<file path="src/rtl/router_ctrl_pkg.sv">
// router_pkg: shared FSM state type, port count and header field positions
// for the router control slice.
package router_pkg;

   typedef enum logic [2:0] {
      DECODE_ADDRESS,
      LOAD_FIRST_DATA,
      LOAD_DATA,
      LOAD_PARITY,
      FIFO_FULL_STATE,
      LOAD_AFTER_FULL,
      WAIT_TILL_EMPTY,
      CHECK_PARITY_ERROR
   } state_t;

   localparam int         NUM_PORTS    = 3;
   localparam logic [1:0] ADDR_INVALID = 2'b11;

   localparam int ADDR_LSB = 0;
   localparam int ADDR_MSB = 1;
   localparam int LEN_LSB  = 2;
   localparam int LEN_MSB  = 7;

   // Per-port flag lookup that reads as 0 for the unused address 3.
   function automatic logic port_bit(input logic [NUM_PORTS-1:0] v, input logic [1:0] a);
      return (a == ADDR_INVALID) ? 1'b0 : v[a];
   endfunction

endpackage

</file>
<file path="src/rtl/router_ctrl_if.sv">
// router_ctrl_if: all non-clock signals between the router controller and its
// neighbours; master is the controller's view, slave the surrounding blocks'.
interface router_ctrl_if;
   import router_pkg::*;

   logic                 pkt_valid;
   logic [7:0]           data_in;
   logic [NUM_PORTS-1:0] fifo_full;
   logic [NUM_PORTS-1:0] fifo_empty;
   logic [NUM_PORTS-1:0] read_enb;
   logic                 parity_done;
   logic                 low_pkt_valid;

   logic [NUM_PORTS-1:0] write_enb;
   logic [NUM_PORTS-1:0] soft_reset;
   logic [NUM_PORTS-1:0] vld_out;
   logic                 detect_add;
   logic                 lfd_state;
   logic                 ld_state;
   logic                 laf_state;
   logic                 full_state;
   logic                 rst_int_reg;
   logic                 fifo_full_sel;
   logic                 busy;

   modport master (
      input  pkt_valid, data_in, fifo_full, fifo_empty, read_enb, parity_done, low_pkt_valid,
      output write_enb, soft_reset, vld_out, detect_add, lfd_state, ld_state, laf_state,
             full_state, rst_int_reg, fifo_full_sel, busy
   );

   modport slave (
      output pkt_valid, data_in, fifo_full, fifo_empty, read_enb, parity_done, low_pkt_valid,
      input  write_enb, soft_reset, vld_out, detect_add, lfd_state, ld_state, laf_state,
             full_state, rst_int_reg, fifo_full_sel, busy
   );

endinterface

</file>
<file path="src/rtl/router_ctrl_timeout.sv">
// router_timeout: counts consecutive cycles a destination leaves valid data
// unread and emits a one-cycle registered soft_reset at the terminal count.
module router_timeout #(
   parameter int TIMEOUT = 30,
   parameter int CNT_W   = 5
) (
   input  logic clock,
   input  logic resetn,
   input  logic vld_out,
   input  logic read_enb,
   output logic soft_reset
);
   localparam logic [CNT_W-1:0] TERM_CNT = CNT_W'(TIMEOUT - 1);

   logic [CNT_W-1:0] cnt_q, cnt_d;
   logic             pulse_q, pulse_d;

   // A read in the terminal cycle clears the count before the pulse can fire.
   always_comb begin
      cnt_d   = cnt_q + 1'b1;
      pulse_d = 1'b0;
      if (read_enb || !vld_out) begin
         cnt_d = '0;
      end else if (cnt_q == TERM_CNT) begin
         cnt_d   = '0;
         pulse_d = 1'b1;
      end
   end

   always_ff @(posedge clock) begin
      if (!resetn) begin
         cnt_q   <= '0;
         pulse_q <= 1'b0;
      end else begin
         cnt_q   <= cnt_d;
         pulse_q <= pulse_d;
      end
   end

   assign soft_reset = pulse_q;

endmodule

</file>
<file path="src/rtl/router_ctrl.sv">
// router_ctrl: packet sequencing FSM for the 1x3 router. Define
// ROUTER_CTRL_TIMEOUT_EN to build the per-port stall timeouts (soft_reset).
module router_ctrl
   import router_pkg::*;
#(
   parameter int TIMEOUT = 30,
   parameter int CNT_W   = 5
) (
   input  logic          clock,
   input  logic          resetn,
   router_ctrl_if.master bus
);
   state_t               state_q, state_d;
   logic [1:0]           addr_q, addr_d;
   logic [1:0]           hdr_addr;
   logic                 write_asserted;
   logic                 fifo_full_sel;
   logic                 detect_add, lfd_state, ld_state, laf_state;
   logic                 full_state, rst_int_reg, busy;
   logic [NUM_PORTS-1:0] vld_out;
   logic [NUM_PORTS-1:0] soft_reset;

   assign hdr_addr      = bus.data_in[ADDR_MSB:ADDR_LSB];
   assign fifo_full_sel = port_bit(bus.fifo_full, addr_q);
   assign vld_out       = ~bus.fifo_empty;

   always_ff @(posedge clock) begin
      if (!resetn) begin
         state_q <= DECODE_ADDRESS;
         addr_q  <= '0;
      end else begin
         state_q <= state_d;
         addr_q  <= addr_d;
      end
   end

   always_comb begin
      state_d        = state_q;
      addr_d         = addr_q;
      write_asserted = 1'b0;
      detect_add     = 1'b0;
      lfd_state      = 1'b0;
      ld_state       = 1'b0;
      laf_state      = 1'b0;
      full_state     = 1'b0;
      rst_int_reg    = 1'b0;
      busy           = 1'b0;
      unique case (state_q)
         DECODE_ADDRESS: begin
            detect_add = 1'b1;
            if (bus.pkt_valid) begin
               addr_d = hdr_addr;
               if (hdr_addr != ADDR_INVALID)
                  state_d = port_bit(bus.fifo_empty, hdr_addr) ? LOAD_FIRST_DATA : WAIT_TILL_EMPTY;
            end
         end
         WAIT_TILL_EMPTY: begin
            busy = 1'b1;
            if (port_bit(bus.fifo_empty, addr_q)) state_d = LOAD_FIRST_DATA;
         end
         LOAD_FIRST_DATA: begin
            lfd_state      = 1'b1;
            busy           = 1'b1;
            write_asserted = 1'b1;
            state_d        = LOAD_DATA;
         end
         LOAD_DATA: begin
            ld_state       = 1'b1;
            write_asserted = ~fifo_full_sel;
            // Full outranks the end of the packet.
            if (fifo_full_sel)      state_d = FIFO_FULL_STATE;
            else if (!bus.pkt_valid) state_d = LOAD_PARITY;
         end
         FIFO_FULL_STATE: begin
            full_state = 1'b1;
            busy       = 1'b1;
            if (!fifo_full_sel) state_d = LOAD_AFTER_FULL;
         end
         LOAD_AFTER_FULL: begin
            laf_state      = 1'b1;
            busy           = 1'b1;
            write_asserted = 1'b1;
            if (bus.parity_done)        state_d = DECODE_ADDRESS;
            else if (bus.low_pkt_valid) state_d = LOAD_PARITY;
            else                        state_d = LOAD_DATA;
         end
         LOAD_PARITY: begin
            busy           = 1'b1;
            write_asserted = 1'b1;
            state_d        = CHECK_PARITY_ERROR;
         end
         CHECK_PARITY_ERROR: begin
            rst_int_reg = 1'b1;
            busy        = 1'b1;
            state_d     = fifo_full_sel ? FIFO_FULL_STATE : DECODE_ADDRESS;
         end
      endcase
   end

`ifdef ROUTER_CTRL_TIMEOUT_EN
   for (genvar gi = 0; gi < NUM_PORTS; gi++) begin : g_timeout
      router_timeout #(
         .TIMEOUT (TIMEOUT),
         .CNT_W   (CNT_W)
      ) u_timeout (
         .clock      (clock),
         .resetn     (resetn),
         .vld_out    (vld_out[gi]),
         .read_enb   (bus.read_enb[gi]),
         .soft_reset (soft_reset[gi])
      );
   end
`else
   assign soft_reset = '0;
`endif

   assign bus.write_enb     = write_asserted ? (NUM_PORTS'(1) << addr_q) : '0;
   assign bus.soft_reset    = soft_reset;
   assign bus.vld_out       = vld_out;
   assign bus.fifo_full_sel = fifo_full_sel;
   assign bus.detect_add    = detect_add;
   assign bus.lfd_state     = lfd_state;
   assign bus.ld_state      = ld_state;
   assign bus.laf_state     = laf_state;
   assign bus.full_state    = full_state;
   assign bus.rst_int_reg   = rst_int_reg;
   assign bus.busy          = busy;

endmodule

</file>
<file path="src/flat_wrapper.sv">
// flat-port wrapper written by rule: the top's interface ports become plain ports
module router_ctrl_flat import router_pkg::*;
#(
   parameter int TIMEOUT = 30,
   parameter int CNT_W   = 5
)
  (clock, resetn, bus_pkt_valid, bus_data_in, bus_fifo_full, bus_fifo_empty, bus_read_enb, bus_parity_done, bus_low_pkt_valid, bus_write_enb, bus_soft_reset, bus_vld_out, bus_detect_add, bus_lfd_state, bus_ld_state, bus_laf_state, bus_full_state, bus_rst_int_reg, bus_fifo_full_sel, bus_busy);
  router_ctrl_if bus_i ();
  input  logic clock;
  input  logic resetn;
  input wire logic [$bits(bus_i.pkt_valid)-1:0] bus_pkt_valid;
  input wire logic [$bits(bus_i.data_in)-1:0] bus_data_in;
  input wire logic [$bits(bus_i.fifo_full)-1:0] bus_fifo_full;
  input wire logic [$bits(bus_i.fifo_empty)-1:0] bus_fifo_empty;
  input wire logic [$bits(bus_i.read_enb)-1:0] bus_read_enb;
  input wire logic [$bits(bus_i.parity_done)-1:0] bus_parity_done;
  input wire logic [$bits(bus_i.low_pkt_valid)-1:0] bus_low_pkt_valid;
  output wire logic [$bits(bus_i.write_enb)-1:0] bus_write_enb;
  output wire logic [$bits(bus_i.soft_reset)-1:0] bus_soft_reset;
  output wire logic [$bits(bus_i.vld_out)-1:0] bus_vld_out;
  output wire logic [$bits(bus_i.detect_add)-1:0] bus_detect_add;
  output wire logic [$bits(bus_i.lfd_state)-1:0] bus_lfd_state;
  output wire logic [$bits(bus_i.ld_state)-1:0] bus_ld_state;
  output wire logic [$bits(bus_i.laf_state)-1:0] bus_laf_state;
  output wire logic [$bits(bus_i.full_state)-1:0] bus_full_state;
  output wire logic [$bits(bus_i.rst_int_reg)-1:0] bus_rst_int_reg;
  output wire logic [$bits(bus_i.fifo_full_sel)-1:0] bus_fifo_full_sel;
  output wire logic [$bits(bus_i.busy)-1:0] bus_busy;
  assign bus_i.pkt_valid = bus_pkt_valid;
  assign bus_i.data_in = bus_data_in;
  assign bus_i.fifo_full = bus_fifo_full;
  assign bus_i.fifo_empty = bus_fifo_empty;
  assign bus_i.read_enb = bus_read_enb;
  assign bus_i.parity_done = bus_parity_done;
  assign bus_i.low_pkt_valid = bus_low_pkt_valid;
  assign bus_write_enb = bus_i.write_enb;
  assign bus_soft_reset = bus_i.soft_reset;
  assign bus_vld_out = bus_i.vld_out;
  assign bus_detect_add = bus_i.detect_add;
  assign bus_lfd_state = bus_i.lfd_state;
  assign bus_ld_state = bus_i.ld_state;
  assign bus_laf_state = bus_i.laf_state;
  assign bus_full_state = bus_i.full_state;
  assign bus_rst_int_reg = bus_i.rst_int_reg;
  assign bus_fifo_full_sel = bus_i.fifo_full_sel;
  assign bus_busy = bus_i.busy;
  router_ctrl #(.TIMEOUT(TIMEOUT), .CNT_W(CNT_W)) u_core (.clock(clock), .resetn(resetn), .bus(bus_i));
endmodule
</file>
<file path="config.mk">
export PLATFORM = sky130hd
export DESIGN_NAME = router_ctrl_flat
export DESIGN_NICKNAME = d
export VERILOG_FILES = /design/src/rtl/router_ctrl_pkg.sv /design/src/rtl/router_ctrl_if.sv /design/src/rtl/router_ctrl_timeout.sv /design/src/rtl/router_ctrl.sv /design/src/flat_wrapper.sv
export SDC_FILE = /design/constraint.sdc
export NUM_CORES = 1
export LEC_CHECK = 0
export CORE_MARGIN = 2
export CORE_UTILIZATION = 32
export DETAILED_ROUTE_END_ITERATION = 8
export DONT_BUFFER_PORTS = 1
export PLACE_DENSITY_LB_ADDON = 0.2
export REMOVE_ABC_BUFFERS = 1
export SYNTH_ARGS = -nofsm -noshare
export SYNTH_HDL_FRONTEND = slang
export SYNTH_SLANG_ARGS = --single-unit
</file>
<file path="constraint.sdc">
create_clock -name clock -period 1.7 [get_ports clock]
set_input_delay 0.17 -clock clock [delete_from_list [all_inputs] [get_ports clock]]
set_output_delay 0.17 -clock clock [all_outputs]
set_load 0.05 [all_outputs]
</file>
## Word-level counts from Yosys, hierarchy flattened

Index checks and enable logic that the tools add are counted.
W data, S select, Z words.

| word-level totals | value |
|---|---|
| output and inout port bits | 17 |
| flip-flop bits (word level) | 5 |
| word-level logic and storage cells | 56 |
| input port bits | 22 |

| operators by class | value |
|---|---|
| reduce and logical (&&, ||, !) cells | 5 |
| muxes and demuxes | 29 |
| bitwise gates (word level) | 2 |
| magnitude comparators | 2 |
| eq/ne operators | 15 |
| shift operators | 1 |

Operator list:

| cell | number |
|---|---|
| $mux W3 | 10 |
| $pmux W3 S8 | 1 |
| $mux W1 | 14 |
| $eq A3 B3 Y1 const B | 4 |
| $bmux W1 S2 | 3 |
| $eq A3 B2 Y1 const B | 2 |
| $lt A2 B3 Y1 const B | 2 |
| $ne A2 B2 Y1 const B | 3 |
| $reduce_or A6 Y1 | 1 |
| $reduce_and A5 Y1 | 1 |
| $eq A2 B2 Y1 const B | 2 |
| $ne A2 B1 Y1 const B | 2 |
| $eq A3 B1 Y1 const B | 1 |
| $logic_not A3 Y1 | 1 |
| $ne A3 B2 Y1 const B | 1 |
| $not A3 Y3 | 1 |
| $reduce_or A3 Y1 | 1 |
| $shl A1 B2 Y3 const A | 1 |
| $pmux W1 S2 | 1 |
| $reduce_and A2 Y1 | 1 |
| $not A1 Y1 | 1 |

## Logic depth before layout (Yosys ltp)

| logic depth | value |
|---|---|
| depth after elaboration | 7 |
| gate-level depth with buffers | 5 |
| depth with buffers taken out | 5 |

## Worst setup path before layout

Ideal clock, no wire load.

| path | value |
|---|---|
| kind | register -> output |
| from | register u_core.state_q[1] |
| to | output port bus_laf_state |
| path slack | -0.216 ns |
| path buffers | 2 |
| arrival | 1.746 ns |
| cell stages (with the launch flop) | 4 |
| data required time | 1.530 ns |
| cells stage by stage | dfxtp_1 > buf_2 > clkbuf_1 > nor3_1 |

| between the ends | value |
|---|---|
| longest elaborated chain between the ends | 2 |

Ends and longest elaborated chain:

| what | RTL line | text |
|---|---|---|
| start: declaration | router_ctrl.sv:13 | `state_t state_q, state_d;` |
| start signal: assignment | router_ctrl.sv:32 | `state_q <= state_d;` |
| $eq A3 B3 Y1 | router_ctrl.sv:48 | `unique case (state_q)` |
| $mux W1 | router_ctrl.sv:48 |  |
| end: declaration | flat_wrapper.sv:24 | `output wire logic [$bits(bus_i.laf_state)-1:0] bus_laf_state;` |

Every way passes these cells.

## Worst setup path in the final report

| path | value |
|---|---|
| from | register u_core.addr_q[0] |
| to | output port bus_write_enb[2] |

| between the ends | value |
|---|---|
| longest elaborated chain between the ends | 6 |
| elaborated cells on any way between the ends | 8 |
| those cells by class | eq/ne: 1; shift: 1; mux: 5; bitwise: 1 |

Ends and longest elaborated chain:

| what | RTL line | text |
|---|---|---|
| start: declaration | router_ctrl.sv:14 | `logic [1:0] addr_q, addr_d;` |
| start signal: assignment | router_ctrl.sv:33 | `addr_q <= addr_d;` |
| $bmux W1 S2 | router_ctrl_pkg.sv:26 | `return (a == ADDR_INVALID) ? 1'b0 : v[a];` |
| $mux W1 (implied by the code) | router_ctrl_pkg.sv:26 |  |
| $mux W1 | router_ctrl_pkg.sv:26 |  |
| $not A1 Y1 | router_ctrl.sv:69 | `write_asserted = ~fifo_full_sel;` |
| $pmux W1 S2 | router_ctrl.sv:48 |  |
| $mux W3 (*) | router_ctrl.sv:117 | `assign bus.write_enb = write_asserted ? (NUM_PORTS'(1) << addr_q) : '0;` |
| end: declaration | flat_wrapper.sv:18 | `output wire logic [$bits(bus_i.write_enb)-1:0] bus_write_enb;` |

Every way passes the cells marked *; elsewhere a longest branch is shown, timed or not. The select of a mux whose other input is x is not followed.

==> results.json <==
{
  "vias_per_cell": 5.008,
  "grt_setup_unrepaired": "yes",
  "synth_area_leaders": "dfxtp_1 (17%), inv_1 (4.4%), o21ai_0 (4.2%)",
  "syn_area_um2": 591.8,
  "wirelength_mm": 1.443,
  "setup_ws_ns": -0.02674,
  "ys_seq_area_frac": 0.1691,
  "initial_core_util": 0.3428,
  "dr.first_iter.drc_count": 8,
  "min_period_over_period": 1.016,
  "netlist.area_leader.share": 0.1691,
  "grt_pass1_vias": 508,
  "cts-root-buf": "clkbuf_4",
  "violations": "setup timing",
  "cts_buffers": 3,
  "vias": 601,
  "nets": 118,
  "core_mm2": 0.001727,
  "avgSynthCellArea_um2": 7.686,
  "maxSlewViolCount": 0,
  "cts_num_sinks": 5,
  "clk_latency_ns": 0.25,
  "antenna_cells": 0,
  "dieWidth_um": 47.01,
  "crit_required_ns": 1.53,
  "maxCapViolCount": 0,
  "setup_viol": 2,
  "areaGrowthSynthToFinish_pct": 30.44,
  "port_buffers": 0,
  "drc": 0,
  "hold_violations": 0,
  "drtAntennaViolNets": 0,
  "drive_above_1_share": 0.3263,
  "power_density_mw_per_mm2": 2093,
  "num_rows": 15,
  "crit_fanout": 3,
  "dp_cells": 114,
  "grt_pass1_wl_mm": 2.152,
  "ios": 39,
  "synth_edf_count": 0,
  "clk_path_buf_depth": 2,
  "min_path_type": "in2reg",
  "stdcell_count": 120,
  "antenna_found_initial": 0,
  "yosys_warnings": 0,
  "grt-ovfl-total": 0,
  "ys_ff_latch": 5,
  "fmax_mhz": 579.1,
  "htree_levels": 1,
  "path_class": "reg2out",
  "track_usage": 0.1430,
  "dieArea_mm2": 0.002209,
  "worstSetupStartpointType": "flip-flop",
  "netlist_instances": 77,
  "crit_arrival_ns": 1.56,
  "cp_slowest_cell": "dfxtp_4",
  "clock_skew_ns": 0.003509,
  "fin_total_pwr_mw": 1.616,
  "cpPeakStageDelay_ns": 0.36,
  "dp_hpwl_mm": 1.152,
  "ctsHoldBuffers": 0,
  "place.gp.congestion": 0.8160,
  "wl_per_cell_um": 12.03,
  "crit_chain": "mux2i_4 > o211ai_2 > a22o_1 > nor3b_2 > buf_6",
  "synthTopCellsByCount": "inv_1 (7), nand2_1 (6), dfxtp_1 (5), o21ai_0 (5), buf_2 (4)",
  "yosysTopAreaCell": "dfxtp_1",
  "vdd_drop_max_uv": 1451,
  "ys.flop_type": "dfxtp_1",
  "synth_most_common_cell": "inv_1",
  "outcome": "finished, violations left",
  "die-height_um": 47.01,
  "ys_types": 36,
  "period_minus_slack_ns": 1.727,
  "path_clk_slew_ns": 0.05,
  "synthArstFlopShare": 0,
  "grt_start_max_net_pins": 11,
  "end_kind": "primary output",
  "p_leak_nw": 0.3238,
  "dr.pass1.iters": 3,
  "cts_tree": "built"
}
## routing by layer
layer | vias to the layer above | part of all wire | global-route usage | wire, µm
met1 | 266 | 0.47 | 0.1678 | 679
met3 | 2 | 0.068 | 0.05000 | 98
met4 | 0 | 0.012 | 0.08333 | 17
met5 | - | 0 | 0 | 0
met2 | 16 | 0.45 | 0.2247 | 647
li1 | 317 | - | - | -
## repair_timing
action	in CTS	in global routing
endpoints found under the hold margin	0	0
setup endpoints to repair	3	3
buffers inserted	0	2
resized for setup	5	0
gates cloned	0	0
pin swaps	0	1
## cell usage in the layout, fill, tap and decap left out, types with 2 or more instances in the layout
master,instances
buf_4,18
inv_1,7
nand2_1,6
o21ai_0,4
dfxtp_1,4
nand3b_1,3
o21ai_1,3
nor2_1,3
o211ai_1,3
a21oi_1,3
conb_1,3
clkbuf_4,3
buf_6,3
and3_1,2
nor3_1,2
or3b_1,2
nor3_2,2
a21boi_1,2
mux2i_1,2
o311a_1,2
o2111ai_1,2
## sequential cells by signal, indices dropped and copies added, names as in the netlist
name and flops:
u_core.state_q 3, u_core.addr_q 2
## worst max-delay path, delay by kind of cell, from the launching register on
family,cells,cell delay (ns)
compound gates,2,0.35
flops,1,0.36
simple gates,1,0.19
buf+inv,1,0.18
mux,1,0.23
## metrics by stage
step	setup TNS [ns]	instance area [µm²]	utilization	hold slack, ns	setup slack, ns
floorplan	-1.507	541.8	-	0.2869	-0.3227
global placement	0	715.7	0.4145	0.3011	0.1495
detailed placement	0	715.7	0.4145	0.2934	0.1297
CTS	-0.05118	757.0	0.4384	0.03698	-0.05118
global route	-0.2073	772.0	0.4471	0.05234	-0.08851
finish	-0.04724	772.0	0.4471	0.04050	-0.02674
## final cells by class
cell class	count	area (µm²)
Sequential cell	5	103.9
Clock buffer	4	26.28
Fill cell	188	954.7
Multi-Input combinational cell	58	415.4
Timing Repair Buffer	21	168.9
Tap cell	25	31.28
Inverter	7	26.28
## report_power, final
group          switching, mW  total [mW]  internal, mW
Clock                 0.0517       0.141        0.0889
Sequential            0.0783       0.244         0.166
Combinational          0.774        1.23         0.457
## path summary, 6_finish.rpt
check | start | to | slack (ns) | depth (start not counted)
worst min register to register | u_core.state_q[2] | u_core.state_q[0] | 0.64 | 2
worst max-delay path | u_core.addr_q[0] | bus_write_enb[2] | -0.03 | 5
worst max register to register | u_core.state_q[0] | u_core.state_q[0] | 0.23 | 4
worst min-delay path | resetn | u_core.state_q[1] | 0.04 | 1
## cells by family after synthesis
family | after synthesis | synth area share
muxes | 3 | 0.07188
buffers and inverters | 16 | 0.1416
and+or+nand+nor | 24 | 0.2537
other | 1 | 0.006336
AOI/OAI and AO/OA | 28 | 0.3573
DFF | 5 | 0.1691
(Power assumes the default switching activity.)
